--- src/rtl/comp_mul_seq.sv ---
// Radix-2 shift-add multiplier (unsigned or signed via sign-magnitude); WIDTH+1 busy cycles from accept to result.
// Accepts run only while ready=1; requests during a busy operation are dropped, never queued.
module comp_mul_seq #(
  parameter int WIDTH = 32
) (
  input  logic               clk,
  input  logic               rst,
  input  logic               run,
  input  logic               sgn,
  input  logic [WIDTH-1:0]   Multiplicand_input,
  input  logic [WIDTH-1:0]   Multiplier_input,
  output logic               ready,
  output logic               done,
  output logic [2*WIDTH-1:0] Product_output
);

  localparam int CW = (WIDTH > 1) ? $clog2(WIDTH) : 1;
  localparam logic [CW-1:0] LAST = CW'(WIDTH - 1);

  typedef enum logic [1:0] {
    IDLE = 2'd0,
    CALC = 2'd1,
    FIX  = 2'd2
  } state_t;

  state_t             state_q, state_d;
  logic [CW-1:0]      cnt_q, cnt_d;
  logic [WIDTH-1:0]   mcand_q, mcand_d;
  logic [2*WIDTH-1:0] acc_q, acc_d;
  logic               neg_q, neg_d;
  logic               done_q, done_d;
  logic [2*WIDTH-1:0] prod_q, prod_d;

  logic [WIDTH-1:0]   a_mag;
  logic [WIDTH-1:0]   b_mag;
  logic [WIDTH:0]     sum;

  // Signed operands are reduced to magnitudes; the most negative value maps to 2^(WIDTH-1), which still fits.
  always_comb begin
    a_mag = (sgn && Multiplicand_input[WIDTH-1]) ? -Multiplicand_input : Multiplicand_input;
    b_mag = (sgn && Multiplier_input[WIDTH-1])   ? -Multiplier_input   : Multiplier_input;
  end

  // The carry out of the partial add lives in sum[WIDTH] and drops into hi's MSB on the shift.
  always_comb begin
    sum = {1'b0, acc_q[2*WIDTH-1:WIDTH]} + (acc_q[0] ? {1'b0, mcand_q} : {(WIDTH+1){1'b0}});
  end

  always_comb begin
    state_d = state_q;
    cnt_d   = cnt_q;
    mcand_d = mcand_q;
    acc_d   = acc_q;
    neg_d   = neg_q;
    done_d  = 1'b0;
    prod_d  = prod_q;
    case (state_q)
      IDLE: begin
        if (run) begin
          mcand_d = a_mag;
          acc_d   = {{WIDTH{1'b0}}, b_mag};
          neg_d   = sgn & (Multiplicand_input[WIDTH-1] ^ Multiplier_input[WIDTH-1]);
          cnt_d   = '0;
          state_d = CALC;
        end
      end
      CALC: begin
        acc_d = {sum, acc_q[WIDTH-1:1]};
        cnt_d = cnt_q + CW'(1);
        if (cnt_q == LAST) begin
          state_d = FIX;
        end
      end
      FIX: begin
        prod_d  = neg_q ? -acc_q : acc_q;
        done_d  = 1'b1;
        state_d = IDLE;
      end
      default: begin
        state_d = IDLE;
      end
    endcase
  end

  always_ff @(posedge clk) begin
    if (rst) begin
      state_q <= IDLE;
      cnt_q   <= '0;
      mcand_q <= '0;
      acc_q   <= '0;
      neg_q   <= 1'b0;
      done_q  <= 1'b0;
      prod_q  <= '0;
    end else begin
      state_q <= state_d;
      cnt_q   <= cnt_d;
      mcand_q <= mcand_d;
      acc_q   <= acc_d;
      neg_q   <= neg_d;
      done_q  <= done_d;
      prod_q  <= prod_d;
    end
  end

  assign ready          = (state_q == IDLE);
  assign done           = done_q;
  assign Product_output = prod_q;

endmodule

--- config.mk ---
export PLATFORM = sky130hd
export DESIGN_NAME = comp_mul_seq
export DESIGN_NICKNAME = d
export VERILOG_FILES = /design/src/rtl/comp_mul_seq.sv
export SDC_FILE = /design/constraint.sdc
export NUM_CORES = 1
export LEC_CHECK = 0
export CAP_MARGIN = 20
export CORE_ASPECT_RATIO = 0.9
export CORE_UTILIZATION = 48
export DETAILED_ROUTE_END_ITERATION = 10
export PLACE_DENSITY = 0.77
export SLEW_MARGIN = 20
export SYNTH_ARGS = -nofsm -noshare
export SYNTH_HDL_FRONTEND = slang
export SYNTH_SLANG_ARGS = --single-unit
export TNS_END_PERCENT = 30
--- constraint.sdc ---
create_clock -name clk -period 4 [get_ports clk]
set_input_delay 0.6 -clock clk [delete_from_list [all_inputs] [get_ports clk]]
set_output_delay 0.6 -clock clk [all_outputs]
set_load 0.03 [all_outputs]
* After elaboration in Yosys (flattened, before gate mapping)
Cells that the tools add are included.
** Storage, ports and cells
- Register bits :: 169
** Operators by class
- Add/subtract/negate cells :: 5
- Equality and inequality tests :: 5
- Muxes and demuxes :: 12
- Bitwise operators :: 2
- Reductions and logical operators :: 7
** Operators with widths (count)
- $mux W64 :: 2
- $pmux W64 S2 :: 1
- $mux W32 :: 3
- $neg A32 Y32 :: 2
- $neg A64 Y64 :: 1
- $add A32 B32 Y33 :: 1
- $pmux W5 S2 :: 1
- $reduce_and A2 Y1 :: 3
- $add A5 B1 Y5 const B :: 1
- $eq A5 B5 Y1 const B :: 1
- $mux W5 :: 1
- $mux W2 :: 2
- $ne A2 B2 Y1 const B :: 2
- $pmux W2 S2 :: 1
- $eq A2 B1 Y1 const B :: 1
- $eq A2 B2 Y1 const B :: 1
- $logic_and A1 B1 Y1 :: 2
- $logic_not A2 Y1 :: 1
- $reduce_bool A2 Y1 :: 1
- $and A1 B1 Y1 :: 1
- $mux W1 :: 1
- $xor A1 B1 Y1 :: 1

* Logic depth before layout (Yosys ltp)
Gate-level depths: netlist (run 1).
- Word-level depth :: 4
- Gate-level depth with buffers :: 13
- Mapped depth without buffers :: 11

* Worst setup path after synthesis (run 1)
Ideal clock, no wire load.
- Path type :: register to register
- Start :: reg acc_q[0]
- End :: reg acc_q[59]
- Setup time :: 0.117 ns
- Arrival :: 3.356 ns
- Data required time :: 3.883 ns
- Slack :: 0.527 ns
- Stages on the path, launching flop included :: 14
- Path buffers :: 2
- Period minus slack after synthesis :: 3.473 ns
- Cells stage by stage :: dfxtp_1 clkbuf_1 buf_1 and2_1 ha_1 inv_1 fa_1 nand2b_1 a2111oi_0 o21bai_1 a21boi_0 nor2_1 o41a_1 a32o_1
** Between the ends
- Word-level cells in the longest chain between the ends :: 3
** RTL lines
- from (decl) :: RTL line 29 : logic [2*WIDTH-1:0] acc_q, acc_d;
- from (signal assigned) :: RTL line 90 : acc_q <= '0;
- from (signal assigned) :: RTL line 98 : acc_q <= acc_d;
- $mux W32 :: RTL line 46 : sum = {1'b0, acc_q[2*WIDTH-1:WIDTH]} + (acc_q[0] ? {1'b0, mcand_q} : {(WIDTH+1){1'b0}});
- $add A32 B32 Y33 :: RTL line 46
- $pmux W64 S2 :: RTL line 57 : case (state_q)
No other way between the ends.
A chain may end at the register's enable or synchronous reset.

* Worst setup path after layout (run 1)
Ends and elaborated chain as after synthesis.

==> results.md, run 1 <==
- Crit. End Element: flop
- Max clock buf depth: 2
- R2r setup slk: 0.48 ns
- First-pass GRT wire length: 47970 µm
- Post-synth cell types: 66
- DP Area: 12130 µm²
- Crit path max fanout: 7
- Reg2reg path depth: 12
- Period utilization: 87.94%
- First drt pass iteration count: 9
- Reg2reg end: acc_q[59]
- Syn nets: 1465
- Final Critical Period: 3.517 ns
- Area delta synth->final: 20.46%
- Largest net degree at the start of global routing: 95
- Status: finished with violations
- Num rows: 51
- Cell Pwr Density: 324.5 nW/µm²
- ANT nets after route: 0
- Net count, final: 1555
- Resize count post-CTS: 0
- Worst slew pin tran: 0.9781 ns
- Synth Area in Compound Gates: 25.81%
- Skew-Pair Late Insertion Delay: 0.44 ns
- Hold Vio Cnt, Final: 0
- Ant diodes: 0
- Sequence of cells on the critical path: and2_1 > ha_1 > inv_1 > fa_1 > nand2b_1 > a2111oi_0 > buf_4 > o21bai_1 > a21boi_0 > nor2_1 > o41a_1 > a32o_1
- Max Clock Skew: 0.01332 ns
- CTS buffer count: 17
- Port bufs: 133
- Slew headroom: 34.79%
- Finish-stage setup viols: 0
- Fin area: 12730 µm²
- Htree depth: 4
- HPWL Detailed: 22550 µm
- R2r startpoint: acc_q[0]
- Vias per cell: 5.930
- Element type at the critical path start: flop
- Post-Synth XOR/XNOR Area: 10.94%
- Clock slew at the register clock pins of the worst setup and hold paths: 0.08 ns
- Antenna violations before repair: 0
- Largest delay contributor family on the critical path: compound AO/OA/AOI/OAI gates
- # Max-Cap Violations: 0
- Hold EP: Product_output[54]
- Drt wl/cell: 17.07 µm
- DIE HEIGHT: 142.8 µm
- Hold buffers post-CTS: 0
- Gr usage total: 26.63%
- Starting DRT DRC Count: 890
- Flops & latches, synth: 169
- Core region area: 21630 µm²
- Total Neg Setup Slack: 0 ns
- Failing checks: design-rule violations
- Post-Place Worst Slack: 0.4734 ns
- Die width: 158.4 µm
- Post-synth ARST share: 0%
- Simple-gate share of the synthesized area: 22.50%
- Syn Inst Count: 1359
- Post-Syn Area per Cell: 7.779 µm²
- Sequential share of the synthesized area: 32.00%
- Most frequent cells in the layout: dfxtp_1 (169), nand2_1 (158), clkdlybuf4s50_1 (132)
- Finished Core Util: 58.87%
- Grt ovf: 0
- Post-Route WL: 29930 µm
- DRC: 2
- VDD IR max: 0.2268 mV
- Synth Area in Adders: 4.569%
- Syn Std Cell Area: 10570 µm²
- CP arrival: 3.86 ns
- CTS root buffer: clkbuf_16
- Post-synth EDFFs: 0
- Slowest cell delay on critical path: 0.53 ns
- Worst hold stages: 2
- RSZ-0062 raised after global routing: false
- Post-synthesis mux area share: 0.4734%
- F_max: 0.2843 GHz
- Setup ws final: 0.4825 ns
- Main combinational cell family by area after synthesis: compound AO/OA/AOI/OAI gates
- Share of cells above drive strength 1: 5.062%
- Critical Path RT: 4.34 ns
- Warnings, synthesis: 0
- WP buf/inv: 2
- RePlAce Congestion: 0.9362
- Most common cell after layout, fill and taps aside: dfxtp_1
- Slew Viols, Final: 0
- Lkg Pwr: 4.642 nW
- Starting Density: 48.87%
- CP max stage cell: dfxtp_1
- Primary FF master, synth: dfxtp_1
- Hold Path Class: reg -> reg
- CTS tree: yes
- Number of global-route vias before repair: 9233
- Sink Count: 169
- DR vias: 10400
- Io pins: 134
- Min-delay src: Product_output[54]
- Crit path kind: reg -> reg
- Die area: 22620 µm²
- Setup bufs post-CTS: 0
==> state kept, by name (all words and copies together) (netlist names) <==
register        cells
Product_output     64
acc_q              64
mcand_q            32
cnt_q               5
state_q             2
done                1
neg_q               1
==> per-stage QoR <==
step | hold slack (ns) | cells | power [mW]
CTS | 0.4537 | 1753 | 4.139
floorplan | 0.4317 | 1359 | 2.274
global route | 0.4625 | 1753 | 4.278
global placement | 0.4367 | 1721 | 2.491
detailed placement | 0.4437 | 1721 | 2.507
finish | 0.4540 | 1753 | 4.133
==> Yosys cell counts (14+ instances only) <==
library cell / n / share of area [%]
nand3_1: 34 / 1.6
a22oi_1: 27 / 1.9
nand2b_1: 15 / 0.89
a211oi_1: 53 / 3.8
a21oi_1: 107 / 5.1
dfxtp_1: 169 / 32
nand2_1: 158 / 5.6
o31ai_1: 21 / 1.5
ha_1: 37 / 4.4
clkbuf_1: 67 / 2.4
and2_1: 40 / 2.4
inv_1: 23 / 0.82
a31oi_1: 14 / 0.83
nor3_1: 32 / 1.5
xnor2_1: 44 / 3.6
xor2_1: 88 / 7.3
or4_1: 15 / 1.1
nor2_1: 124 / 4.4
o21ai_0: 96 / 4.5
or3_1: 18 / 1.1
==> cell type report <==
cell class                      instances  area [µm²]
Fill cell                            1960        8897
Multi-Input combinational cell       1086        6829
Sequential cell                       169        3383
Inverter                               24       90.09
Tap cell                              291       364.1
Timing Repair Buffer                  151        1476
Clock inverter                         14       162.7
Clock buffer                           18       429.2
==> cells by family after synthesis <==
| kind of cell | Yosys count |
|---|---|
| AOI/OAI and AO/OA | 417 |
| xor gates and xnor gates | 132 |
| adders and majority gates | 38 |
| buffers and inverters | 104 |
| DFF | 169 |
| muxes | 5 |
| and+or+nand+nor | 494 |
==> worst max-delay path by stage <==
stage | slack (ns) | end | from | cells after the start
after CTS | 0.52 | acc_q[59] | acc_q[0] | 12
after global routing | 0.19 | acc_q[59] | acc_q[0] | 12
final | 0.48 | acc_q[59] | acc_q[0] | 12
after floorplan | 0.53 | acc_q[59] | acc_q[0] | 13
after global placement | 0.55 | mcand_q[29] | Multiplicand_input[2] | 8
after detailed placement | 0.47 | mcand_q[29] | Multiplicand_input[2] | 8
==> report_power, final <==
group	total, mW	internal (mW)	switching (mW)
registers	1.82	1.74	0.0733
clock network	1.65	0.886	0.762
logic	0.669	0.263	0.406
total	4.13	2.89	1.24
==> worst min-delay path: cells and delay by family (launching register included) <==
family | cells | cell delay [ns]
compound gates | 1 | 0.05
flops | 1 | 0.31
simple gates | 1 | 0.05
==> metal layers <==
| metal | wire (µm) | part of all wire [%] | GRT usage (%) | up-vias |
|---|---|---|---|---|
| li1 | - | - | - | 5093 |
| met1 | 14530 | 49 | 39.94 | 4854 |
| met2 | 12700 | 42 | 39.06 | 417 |
| met3 | 2372 | 7.9 | 4.310 | 32 |
| met4 | 324 | 1.1 | 6.630 | 0 |
| met5 | 0 | 0 | 0 | - |
(Power assumes the default switching activity.)
==> run 2: changes to the inputs <==
Settings changed: SKIP_CTS_REPAIR_TIMING set to 1.
==> results of run 2 <==
Same layout as run 1: the final DEF is identical, and so are final timing and power.
==> run 3: changes to the inputs <==
Settings changed: RECOVER_POWER set to 50.
==> results.md, run 3 (synthesis gave the netlist of run 1 again) <==
- Status: finished with violations
- Failing checks: max-capacitance violations, max-slew violations
- HPWL Detailed: 22550 µm (unchanged)
- Slew Viols, Final: 95 (+95)
- RePlAce Congestion: 0.9362 (unchanged)
- Io pins: 134 (unchanged)
- Finish-stage setup viols: 0 (unchanged)
- CTS root buffer: clkbuf_16
- Antenna violations before repair: 0 (unchanged)
- Worst slew pin tran: 1.897 ns (+0.9192 ns)
- Skew-Pair Late Insertion Delay: 0.44 ns (about the same)
- Grt ovf: 0 (unchanged)
- Hold Path Class: reg -> reg
- RSZ-0062 raised after global routing: false
- Critical Path RT: 4.34 ns (about the same)
- DRC: 0 (-2)
- Core region area: 21630 µm² (unchanged)
- Total Neg Setup Slack: 0 ns (unchanged)
- Crit path kind: reg -> reg
- Hold Vio Cnt, Final: 0 (unchanged)
- Vias per cell: 5.915 (-0.26%)
- Starting DRT DRC Count: 952 (+7.0%)
- WHS: 0.4499 ns (-0.004083 ns)
- Ant diodes: 0 (unchanged)
- Die width: 158.4 µm (unchanged)
- CP arrival: 3.87 ns (about the same)
- First drt pass iteration count: 5 (-4)
- Share of cells above drive strength 1: 4.856% (-0.21 points)
- Inst Count DP: 1721 (unchanged)
- Number of global-route vias before repair: 9233 (unchanged)
- Pwr Total: 4.131 mW (about the same)
- Clock slew at the register clock pins of the worst setup and hold paths: 0.08 ns (about the same)
- R2r setup slk: 0.46 ns (-0.02 ns)
- Finished Core Util: 58.81% (-0.064 points)
- Most common cell after layout, fill and taps aside: dfxtp_1
- Crit path max fanout: 7 (unchanged)
- DR vias: 10370 (-0.26%)
- CTS tree: yes
- DIE HEIGHT: 142.8 µm (unchanged)
- Post-Route WL: 29840 µm (-0.28%)
- Max clock buf depth: 2 (unchanged)
- First-pass GRT wire length: 47970 µm (unchanged)
- Lkg Pwr: 4.866 nW (+4.8%)
- Max Clock Skew: 0.01104 ns (-0.002282 ns)
- Gr usage total: 26.63% (unchanged)
- Die area: 22620 µm² (unchanged)
- Largest net degree at the start of global routing: 95 (unchanged)
- Cell Pwr Density: 324.8 nW/µm² (about the same)
- Net count, final: 1555 (unchanged)
- Most frequent cells in the layout: dfxtp_1 (169), nand2_1 (158), nor2_1 (122)
- Port bufs: 133 (unchanged)
- ANT nets after route: 0 (unchanged)
- F_max: 0.2828 GHz (-0.52%)
- CTS buffer count: 17 (unchanged)
- VDD IR max: 0.2258 mV (-0.44%)
- Htree depth: 4 (unchanged)
- Drt wl/cell: 17.02 µm (-0.28%)
- Period utilization: 88.40% (+0.46 points)
- Finished Layout Cells: 1753 (unchanged)
- Sink Count: 169 (unchanged)
- Crit. End Element: flop
- Starting Density: 48.87% (unchanged)
- Area delta synth->final: 20.33%
- # Max-Cap Violations: 1 (+1)
- Final Critical Period: 3.536 ns (+0.01851 ns)
- Element type at the critical path start: flop
- Num rows: 51 (unchanged)
- Slew headroom: -26.49% (-61 points)
## run 3: changes by cell type in the layout (fill, tap and decap cells not counted)
| cell | delta |
|---|---|
| or4_4 | -1 |
| or4_1 | +1 |
| clkbuf_1 | +2 |
| clkdlybuf4s50_1 | -66 |
| buf_4 | -3 |
| clkbuf_2 | +1 |
| dlygate4sd3_1 | +66 |
## run 3: cell type report
type	count	area, µm²
fill	1965	8911
multi-input combinational	1086	6825
sequential	169	3383
inverter	24	90.09
tap	291	364.1
timing repair buffer	151	1466
clock buffer	18	429.2
clock inverter	14	162.7
## run 3: power by group
group	total, mW	switching (mW)	internal [mW]
Combinational	0.666	0.405	0.260
Clock	1.65	0.763	0.886
Sequential	1.82	0.0730	1.74
Total	4.13	1.24	2.89
## run 3: routing by layer
metal  global-route usage [%]  vias to the layer above  share of wire, %
met5                        0                        -                 0
met4                    6.630                        0               1.0
met3                    4.310                       31               7.5
met2                    39.06                      405                42
met1                    39.94                     4821                49
li1                         -                     5112                 -
## run 3: per-stage QoR
step	worst slack, ns	cell area, µm²
global route	0.1913	12720
finish	0.4640	12720
detailed placement	0.4734	12130
CTS	0.5211	12720
global placement	0.5481	12130
floorplan	0.5271	10570
## run 3: worst paths after layout
check,startpoint,to,depth (start not counted)
worst min-delay path,Product_output[54],Product_output[54],2
worst max register to register,acc_q[0],acc_q[59],12
worst max-delay path,acc_q[0],acc_q[59],12
worst min register to register,Product_output[54],Product_output[54],2
## run 3: critical path, cell delays in order (launching register included)
cell       delay [ns]
dfxtp_1          0.53
and2_1           0.18
ha_1             0.19
inv_1            0.07
fa_1             0.38
nand2b_1         0.23
a2111oi_0        0.40
buf_4            0.19
o21bai_1         0.10
a21boi_0         0.42
nor2_1           0.08
o41a_1           0.41
a32o_1           0.26
